**config.mk**
```make
export PLATFORM = sky130hd
export DESIGN_NAME = capture_supervisor
export DESIGN_NICKNAME = d
export VERILOG_FILES = /design/src/rtl/capture_supervisor.sv
export SDC_FILE = /design/constraint.sdc
export NUM_CORES = 1
export LEC_CHECK = 0
export CORE_MARGIN = 1
export CORE_UTILIZATION = 46
export CTS_BUF_LIST = sky130_fd_sc_hd__clkbuf_16
export CTS_CLUSTER_SIZE = 28
export DETAILED_ROUTE_END_ITERATION = 8
export PLACE_DENSITY_LB_ADDON = 0.3
export SKIP_LAST_GASP = 1
export SYNTH_ARGS = -nofsm -noshare
export SYNTH_HDL_FRONTEND = slang
export SYNTH_SLANG_ARGS = --single-unit
```
**constraint.sdc**
```tcl
create_clock -name clk_i -period 2.5 [get_ports clk_i]
set_clock_uncertainty 0.1 [all_clocks]
set_input_delay 0.375 -clock clk_i [delete_from_list [all_inputs] [get_ports clk_i]]
set_output_delay 0.375 -clock clk_i [all_outputs]
set_load 0.01 [all_outputs]
```
**src/rtl/capture_supervisor.sv**
```systemverilog
// capture_supervisor
// Brings an array of signal_capture channels out of reset, waits for every
// supervised channel to lock (retrying on timeout), then watches for lock
// loss and acknowledges/counts invalid events while running.
module capture_supervisor #(
   parameter int AXNUM   = 24,
   parameter int RCYC    = 4,
   parameter int TBITS   = 16,
   parameter int TIMEOUT = 50000,
   parameter int RETRY   = 3,
   parameter int EBITS   = 8
) (
   input  logic             clk_i,
   input  logic             rst_ni,
   input  logic             en_i,
   input  logic [AXNUM-1:0] mask_i,
   input  logic             clr_i,
   input  logic [AXNUM-1:0] locked_i,
   input  logic [AXNUM-1:0] invalid_i,
   output logic [AXNUM-1:0] ack_o,
   output logic             cap_rst_o,
   output logic             cap_ce_o,
   output logic             run_o,
   output logic             fail_o,
   output logic [2:0]       state_o,
   output logic [EBITS-1:0] errs_o,
   output logic [AXNUM-1:0] lost_o
);

   typedef enum logic [2:0] {
      ST_IDLE    = 3'd0,
      ST_RESET   = 3'd1,
      ST_ACQUIRE = 3'd2,
      ST_RUN     = 3'd3,
      ST_FAULT   = 3'd4,
      ST_HALT    = 3'd5
   } state_t;

   // RESET down-counter is loaded with RCYC-1 so the state lasts RCYC cycles.
   localparam logic [3:0]       RCNT_LOAD   = 4'(RCYC - 1);
   localparam logic [3:0]       RCNT_ONE    = 4'd1;
   localparam logic [TBITS-1:0] TIMER_LAST  = TBITS'(TIMEOUT - 1);
   localparam logic [TBITS-1:0] TIMER_ONE   = TBITS'(1);
   localparam logic [2:0]       RETRY_MAX   = 3'(RETRY);
   localparam logic [2:0]       RETRY_ONE   = 3'd1;
   localparam logic [EBITS-1:0] ERR_MAX     = {EBITS{1'b1}};
   localparam logic [EBITS-1:0] ERR_ONE     = EBITS'(1);

   state_t             state_r;
   state_t             state_next_s;
   state_t             fsm_next_s;
   logic [3:0]         rcnt_r;
   logic [3:0]         rcnt_next_s;
   logic [TBITS-1:0]   timer_r;
   logic [TBITS-1:0]   timer_next_s;
   logic [2:0]         retry_r;
   logic [2:0]         retry_next_s;
   logic               all_locked_s;
   logic [AXNUM-1:0]   lost_bits_s;
   logic [AXNUM-1:0]   new_inv_s;
   logic [AXNUM-1:0]   ack_r;
   logic [EBITS-1:0]   errs_r;
   logic [AXNUM-1:0]   lost_r;
   logic               cap_rst_r;
   logic               cap_ce_r;
   logic               run_r;
   logic               fail_r;

   // Unsupervised channels count as locked; ack_r masks the second cycle of a
   // held invalid so each event is seen once.
   assign all_locked_s = &(locked_i | ~mask_i);
   assign lost_bits_s  = mask_i & ~locked_i;
   assign new_inv_s    = invalid_i & mask_i & ~ack_r;

   // Next-state and counter update; en_i low overrides every transition.
   always_comb begin
      fsm_next_s   = state_r;
      rcnt_next_s  = rcnt_r;
      timer_next_s = timer_r;
      retry_next_s = retry_r;
      case (state_r)
         ST_IDLE: begin
            retry_next_s = 3'd0;
            rcnt_next_s  = RCNT_LOAD;
            timer_next_s = '0;
            if (en_i && (|mask_i)) begin
               fsm_next_s = ST_RESET;
            end else begin
               fsm_next_s = ST_IDLE;
            end
         end
         ST_RESET: begin
            timer_next_s = '0;
            if (rcnt_r == 4'd0) begin
               fsm_next_s = ST_ACQUIRE;
            end else begin
               rcnt_next_s = rcnt_r - RCNT_ONE;
            end
         end
         ST_ACQUIRE: begin
            if (all_locked_s) begin
               fsm_next_s   = ST_RUN;
               retry_next_s = 3'd0;
            end else if (timer_r == TIMER_LAST) begin
               fsm_next_s = ST_FAULT;
            end else begin
               timer_next_s = timer_r + TIMER_ONE;
            end
         end
         ST_RUN: begin
            if (|lost_bits_s) begin
               fsm_next_s = ST_FAULT;
            end else begin
               fsm_next_s = ST_RUN;
            end
         end
         ST_FAULT: begin
            if (retry_r < RETRY_MAX) begin
               retry_next_s = retry_r + RETRY_ONE;
               rcnt_next_s  = RCNT_LOAD;
               fsm_next_s   = ST_RESET;
            end else begin
               fsm_next_s = ST_HALT;
            end
         end
         ST_HALT: begin
            fsm_next_s = ST_HALT;
         end
         default: begin
            fsm_next_s = ST_IDLE;
         end
      endcase
      if (en_i) begin
         state_next_s = fsm_next_s;
      end else begin
         state_next_s = ST_IDLE;
      end
   end

   // State, counters and Moore outputs (decoded from the next state so the
   // registered outputs always match state_r).
   always_ff @(posedge clk_i or negedge rst_ni) begin
      if (!rst_ni) begin
         state_r   <= ST_IDLE;
         rcnt_r    <= 4'd0;
         timer_r   <= '0;
         retry_r   <= 3'd0;
         cap_rst_r <= 1'b1;
         cap_ce_r  <= 1'b0;
         run_r     <= 1'b0;
         fail_r    <= 1'b0;
      end else begin
         state_r   <= state_next_s;
         rcnt_r    <= rcnt_next_s;
         timer_r   <= timer_next_s;
         retry_r   <= retry_next_s;
         cap_rst_r <= (state_next_s == ST_IDLE) || (state_next_s == ST_RESET) ||
                      (state_next_s == ST_HALT);
         cap_ce_r  <= (state_next_s == ST_ACQUIRE) || (state_next_s == ST_RUN) ||
                      (state_next_s == ST_FAULT);
         run_r     <= (state_next_s == ST_RUN);
         fail_r    <= (state_next_s == ST_HALT);
      end
   end

   // Invalid acknowledge: one-cycle pulse per new event while captures are live.
   always_ff @(posedge clk_i or negedge rst_ni) begin
      if (!rst_ni) begin
         ack_r <= '0;
      end else if ((state_r == ST_ACQUIRE) || (state_r == ST_RUN)) begin
         ack_r <= new_inv_s;
      end else begin
         ack_r <= '0;
      end
   end

   // Saturating error counter; clear wins over a same-cycle increment.
   always_ff @(posedge clk_i or negedge rst_ni) begin
      if (!rst_ni) begin
         errs_r <= '0;
      end else if (clr_i) begin
         errs_r <= '0;
      end else if ((state_r == ST_RUN) && (|new_inv_s) && (errs_r != ERR_MAX)) begin
         errs_r <= errs_r + ERR_ONE;
      end else begin
         errs_r <= errs_r;
      end
   end

   // Sticky record of supervised channels that dropped lock while running.
   always_ff @(posedge clk_i or negedge rst_ni) begin
      if (!rst_ni) begin
         lost_r <= '0;
      end else if (clr_i) begin
         lost_r <= '0;
      end else if (state_r == ST_RUN) begin
         lost_r <= lost_r | lost_bits_s;
      end else begin
         lost_r <= lost_r;
      end
   end

   assign ack_o     = ack_r;
   assign cap_rst_o = cap_rst_r;
   assign cap_ce_o  = cap_ce_r;
   assign run_o     = run_r;
   assign fail_o    = fail_r;
   assign state_o   = state_r;
   assign errs_o    = errs_r;
   assign lost_o    = lost_r;

endmodule

```
-- Word level (Yosys, flattened, before mapping)
Index checks and enable logic that the tools add are counted.
- add/subtract/negate cells: 4
- order comparisons: 1
- equal/unequal tests: 17
- mux-type cells: 22
- bitwise operators: 8
- reductions and logical operators: 24
- operators with widths (operator ; number):
    $and 24x24->24 ; 3
    $mux 24 ; 3
    $not 24->24 ; 3
    $reduce_or 24->1 ; 3
    $or 24x24->24 ; 2
    $mux 16 ; 2
    $pmux 16 s2 ; 1
    $mux 3 ; 8
    $reduce_and 24->1 ; 1
    $pmux 3 s6 ; 1
    $add 16x1->16 const B ; 1
    $eq 16x16->1 const B ; 1
    $mux 8 ; 2
    $eq 3x2->1 const B ; 4
    $eq 3x3->1 const B ; 4
    $pmux 4 s3 ; 1
    $ne 2x2->1 const B ; 5
    $pmux 3 s3 ; 1
    $reduce_and 3->1 ; 3
    $add 8x1->8 const B ; 1
    $mux 4 ; 2
    $ne 8x8->1 const B ; 1
    $eq 3x1->1 const B ; 2
    $logic_not 3->1 ; 2
    10 further kinds ; 19
- register bits after elaboration: 86
- input bits: 76
- output and inout bits: 63
- word-level logic and storage cells: 87

-- Logic depth before layout (Yosys ltp)
Gate-level depths: netlist of run 1.
- depth in word-level cells: 9
- depth in mapped cells: 9
- mapped depth without buffers: 7

-- Worst setup path after synthesis of run 1
Ideal clock, no wire load.
- path type: reg2reg
- start: register timer_r[0]
- end: register timer_r[7]
- arrival time: 1761 ps
- setup slack: 561 ps
- stages on the path, launching flop included: 8
- buffers on the path: 0
- clock period less this slack: 1939 ps
- path through: dfrtp_1 -> ha_1 -> and3_1 -> nand4_1 -> and2b_4 -> o21ai_4 -> or4_1 -> a21oi_1
- word-level cells in the longest chain between the ends: 4
- elaborated cells on any way between the ends: 7
- ends and longest elaborated chain (what ; RTL line ; RTL):
    start: declaration ; 54 ; logic [TBITS-1:0] timer_r;
    start signal: assignment ; 155 ; timer_r <= timer_next_s;
    $add 16x1->16 ; 107 ; timer_next_s = timer_r + TIMER_ONE;
    $mux 16 ; 104 ; end else if (timer_r == TIMER_LAST) begin
    $mux 16 ; 101 ; if (all_locked_s) begin
    $pmux 16 s2 ; 81 ; case (state_r)
Parallel ways exist; a longest one is shown, timed or not. The select of a mux whose other input is x is not followed.
A chain may end at the register's enable or synchronous reset.

-- Worst setup path in the final report of run 1
- start: register timer_r[0]
- end: register timer_r[15]
Same word-level chain as after synthesis.

==> results of run 1 <==
==> cell usage after synthesis, types with 2 or more instances <==
| library cell | number |
|---|---|
| a21o_1 | 2 |
| a21oi_1 | 41 |
| a21oi_2 | 2 |
| and3_1 | 2 |
| buf_6 | 3 |
| clkbuf_1 | 11 |
| dfrtp_1 | 85 |
| ha_1 | 5 |
| inv_1 | 9 |
| mux2_1 | 2 |
| mux2_2 | 3 |
| mux2i_1 | 3 |
| nand2_1 | 14 |
| nand2_2 | 2 |
| nand2b_1 | 7 |
| nand3_1 | 11 |
| nand3b_1 | 24 |
| nand4_1 | 15 |
| nand4_4 | 2 |
| nor2_1 | 69 |
| nor2_4 | 2 |
| nor2b_1 | 30 |
| nor2b_4 | 4 |
| nor3_1 | 2 |
| nor4_1 | 10 |
| nor4_4 | 4 |
| nor4bb_1 | 2 |
| o2111ai_1 | 2 |
| o211ai_1 | 2 |
| o21ai_0 | 5 |
| o31ai_1 | 10 |
| or4_1 | 8 |
| xnor2_1 | 2 |
| xor2_1 | 3 |
==> worst max-delay path: cells and delay by family (launching register included) <==
kind | cells | cell delay [ns]
buffers and inverters | 1 | 0.15
adders and majority gates | 1 | 0.24
AOI/OAI and AO/OA | 2 | 0.26
DFF | 1 | 0.40
and+or+nand+nor | 4 | 1.08
==> final cells by class <==
type	count	area, um^2
fillers	642	2624
flip-flops and latches	86	2153
multi-input cells	305	1948
repair buffers	166	1617
clock buffers	9	225.2
well taps	108	135.1
clock inverters	6	70.07
inverters	9	33.78
==> layer usage <==
| metal | vias to the layer above | part of all wire, % | GRT usage [%] | wire length (um) |
|---|---|---|---|---|
| met4 | 0 | 2.1 | 7.343 | 268 |
| met3 | 23 | 6.5 | 7.659 | 817 |
| met1 | 1875 | 40 | 32.85 | 4952 |
| met2 | 149 | 52 | 47.78 | 6472 |
| li1 | 1810 | - | - | - |
| met5 | - | 0 | 0 | 0 |
==> sequential cells by signal (all words and copies together), names as in the netlist, 3 cells and up <==
register  flops
timer_r      16
state_o       3
lost_o       24
rcnt_r        4
ack_o        24
errs_o        8
retry_r       3
==> cells by family after synthesis <==
family          share of synthesized area (%)
simple gates                            31.05
buf+inv                                 2.960
fa+ha+maj                               1.480
mux                                     2.043
flops                                   50.95
compound gates                          10.48
xor+xnor                                1.036
==> timing repair <==
| action | 4_1_cts | 5_1_grt |
|---|---|---|
| hold buffers | 1 | 0 |
| setup buffers | 0 | 0 |
| hold endpoints to repair | 30 | 0 |
| resized for setup | 0 | 0 |
| setup endpoints to repair | 0 | 0 |
==> final timing paths <==
check                            from     endpoint  slack, ns  depth (start not counted)
max                        timer_r[0]  timer_r[15]       0.19                          8
min                         lost_o[5]    lost_o[5]       0.41                          2
max reg2reg                timer_r[0]  timer_r[15]       0.19                          8
min reg2reg                 lost_o[5]    lost_o[5]       0.41                          2
max in group asynchronous      rst_ni    cap_rst_o       1.26                          3
min in group asynchronous      rst_ni    rcnt_r[0]       0.43                          2
==> power groups by stage <==
stage | Sequential [mW] | Combinational, mW | Clock [mW]
after global routing | 1.47 | 0.554 | 1.41
after floorplan | 1.50 | 0.210 | 0
after global placement | 1.49 | 0.493 | 0
final | 1.47 | 0.508 | 1.35
after CTS | 1.47 | 0.511 | 1.35
after detailed placement | 1.49 | 0.506 | 0
==> through the flow <==
stage | instances | TNS (ns) | setup slack (ns) | util (%) | area [um^2]
6_report | 689 | 0 | 0.1885 | 70.20 | 6182
5_1_grt | 689 | 0 | 0.1235 | 70.20 | 6182
4_1_cts | 689 | 0 | 0.1916 | 70.20 | 6182
3_5_place_dp | 673 | -0.3199 | -0.05157 | 66.74 | 5877
3_3_place_gp | 673 | -0.1501 | -0.03662 | 66.74 | 5877
2_1_floorplan | 416 | 0 | 0.5614 | - | 4227
==> metrics.yaml, run 1 <==
synth_seq_area_share_pct: 50.95
place.gp.congestion: 0.8582
fin_hold_ws_ns: 0.4054
rsz0062_at_grt: "no"
cp_data_required_time_ns: 2.65
async_reset_ff_share_pct: 100.0
vias_in_the_first_global_route: 3982
seq_power_share_pct: 44.1
chipWidth_um: 97.86
drtAntennaViolNets: 0
power-per-cell-area_mw_per_mm2: 537.5
port_buffers: 138
drt-vias-per-instance: 5.598
initial_antenna_violation_count: 0
grt_first_pass_wirelength_um: 20270
critical_path_peak_fanout: 23
initial_standard_cell_utilization_of_the_core_pct: 48.00
instance_count_of_the_mapped_netlist: 416
synth.top_cells.by_area: "dfrtp_1 (50%), nor2_1 (6.1%), a21oi_1 (4.9%)"
syn2layout_area_growth_pct: 46.27
max-vdd-ir-drop_uv: 327.8
drc: 4
number_of_enable_type_register_cells_in_the_synthesized_netlist: 0
synthDominantAreaCellType: "dfrtp_1"
path_class: "reg2reg"
p_sw_share_pct: 25.78
dieArea_mm2: 0.009576
num_antenna_cells: 0
grt_start_max_net_pins: 39
worst_skew_pair.late_latency_ns: 0.33
final_common_cell: "clkdlybuf4s50_1"
grtUsageTotal_pct: 27.26
cts.clk_slew.worst_paths_ns: 0.06
die_y_um: 97.86
design.portCount: 139
drt_first_iter_violations: 247
cts_made_buffers: 9
p_int_mw: 2.466
core_area_mm2: 0.008806
hold_violations: 0
hp-class: "reg2reg"
final_setup_violating_endpoints: 0
max_freq_ghz: 0.4326
syn_area_per_cell_um2: 10.16
cts_buffer_depth: 2
failed_checks: "design-rule violations"
layout-drive-gt1-share_pct: 12.05
slowest_delay_ns: 0.51
share_comb_of_total_power_pct: 15.3
gr-total-overflow: 0
max_slew_margin_vs_limit_pct: 60.28
critPathCaptureType: "flop"
post-route-period-util_pct: 92.46
synth_area_mm2: 0.004227
core.rowCount: 34
htree_levels: 3
synth-main-ff-cell: "dfrtp_1"
root_buffer_cell: "clkbuf_16"
synth.top_cell.area_share_pct: 50.33
worst_slew_pin_slew_ns: 0.5939
cts_tree: "built"
crit_path_start_kind: "flop"
result_of_the_run: "finished with violations"
synth.net_count: 497
slew_viol_final: 0
arrival_ns: 2.46
drv.max_cap_violation_count: 0
cp_slowest_cell: "or4_1"
crit_path_cell_trace: "ha_1 > and3_1 > nand4_1 > and2b_4 > o21ai_4 > buf_12 > or4_1 > a21oi_1"
leakagePower_nw: 2.595
drt_pass1_iterations: 7
yosysUniqueCellTypes: 52
commonest_non_fill_non_tap_cells_in_the_layout: "clkdlybuf4s50_1 (137), dfrtp_1 (85), nor2_1 (69)"
detailed_place_hpwl_um: 9480
yosys_register_bits: 86
overall_routed_net_length_um: 12510
cts.sinks: 86
finalCriticalPeriod_ns: 2.312
final_nets: 658
power_mw: 3.323
yosysWarnings: 0
netSwitchingPower_mw: 0.8565
total_vias_in_the_final_route: 3857
power_frac_clock_pct: 40.6
route.detailed.wl_per_inst_um: 18.16
(Power assumes the default switching activity.)
==> inputs of run 2 (changes only) <==
--- a/config.mk
+++ b/config.mk
@@ -11,7 +11,7 @@
 export CTS_CLUSTER_SIZE = 28
 export DETAILED_ROUTE_END_ITERATION = 8
 export PLACE_DENSITY_LB_ADDON = 0.3
-export SKIP_LAST_GASP = 1
+export SLEW_MARGIN = 0
 export SYNTH_ARGS = -nofsm -noshare
 export SYNTH_HDL_FRONTEND = slang
 export SYNTH_SLANG_ARGS = --single-unit
==> results of run 2 <==
Same layout as run 1: the final DEF is identical, and so are final timing and power.
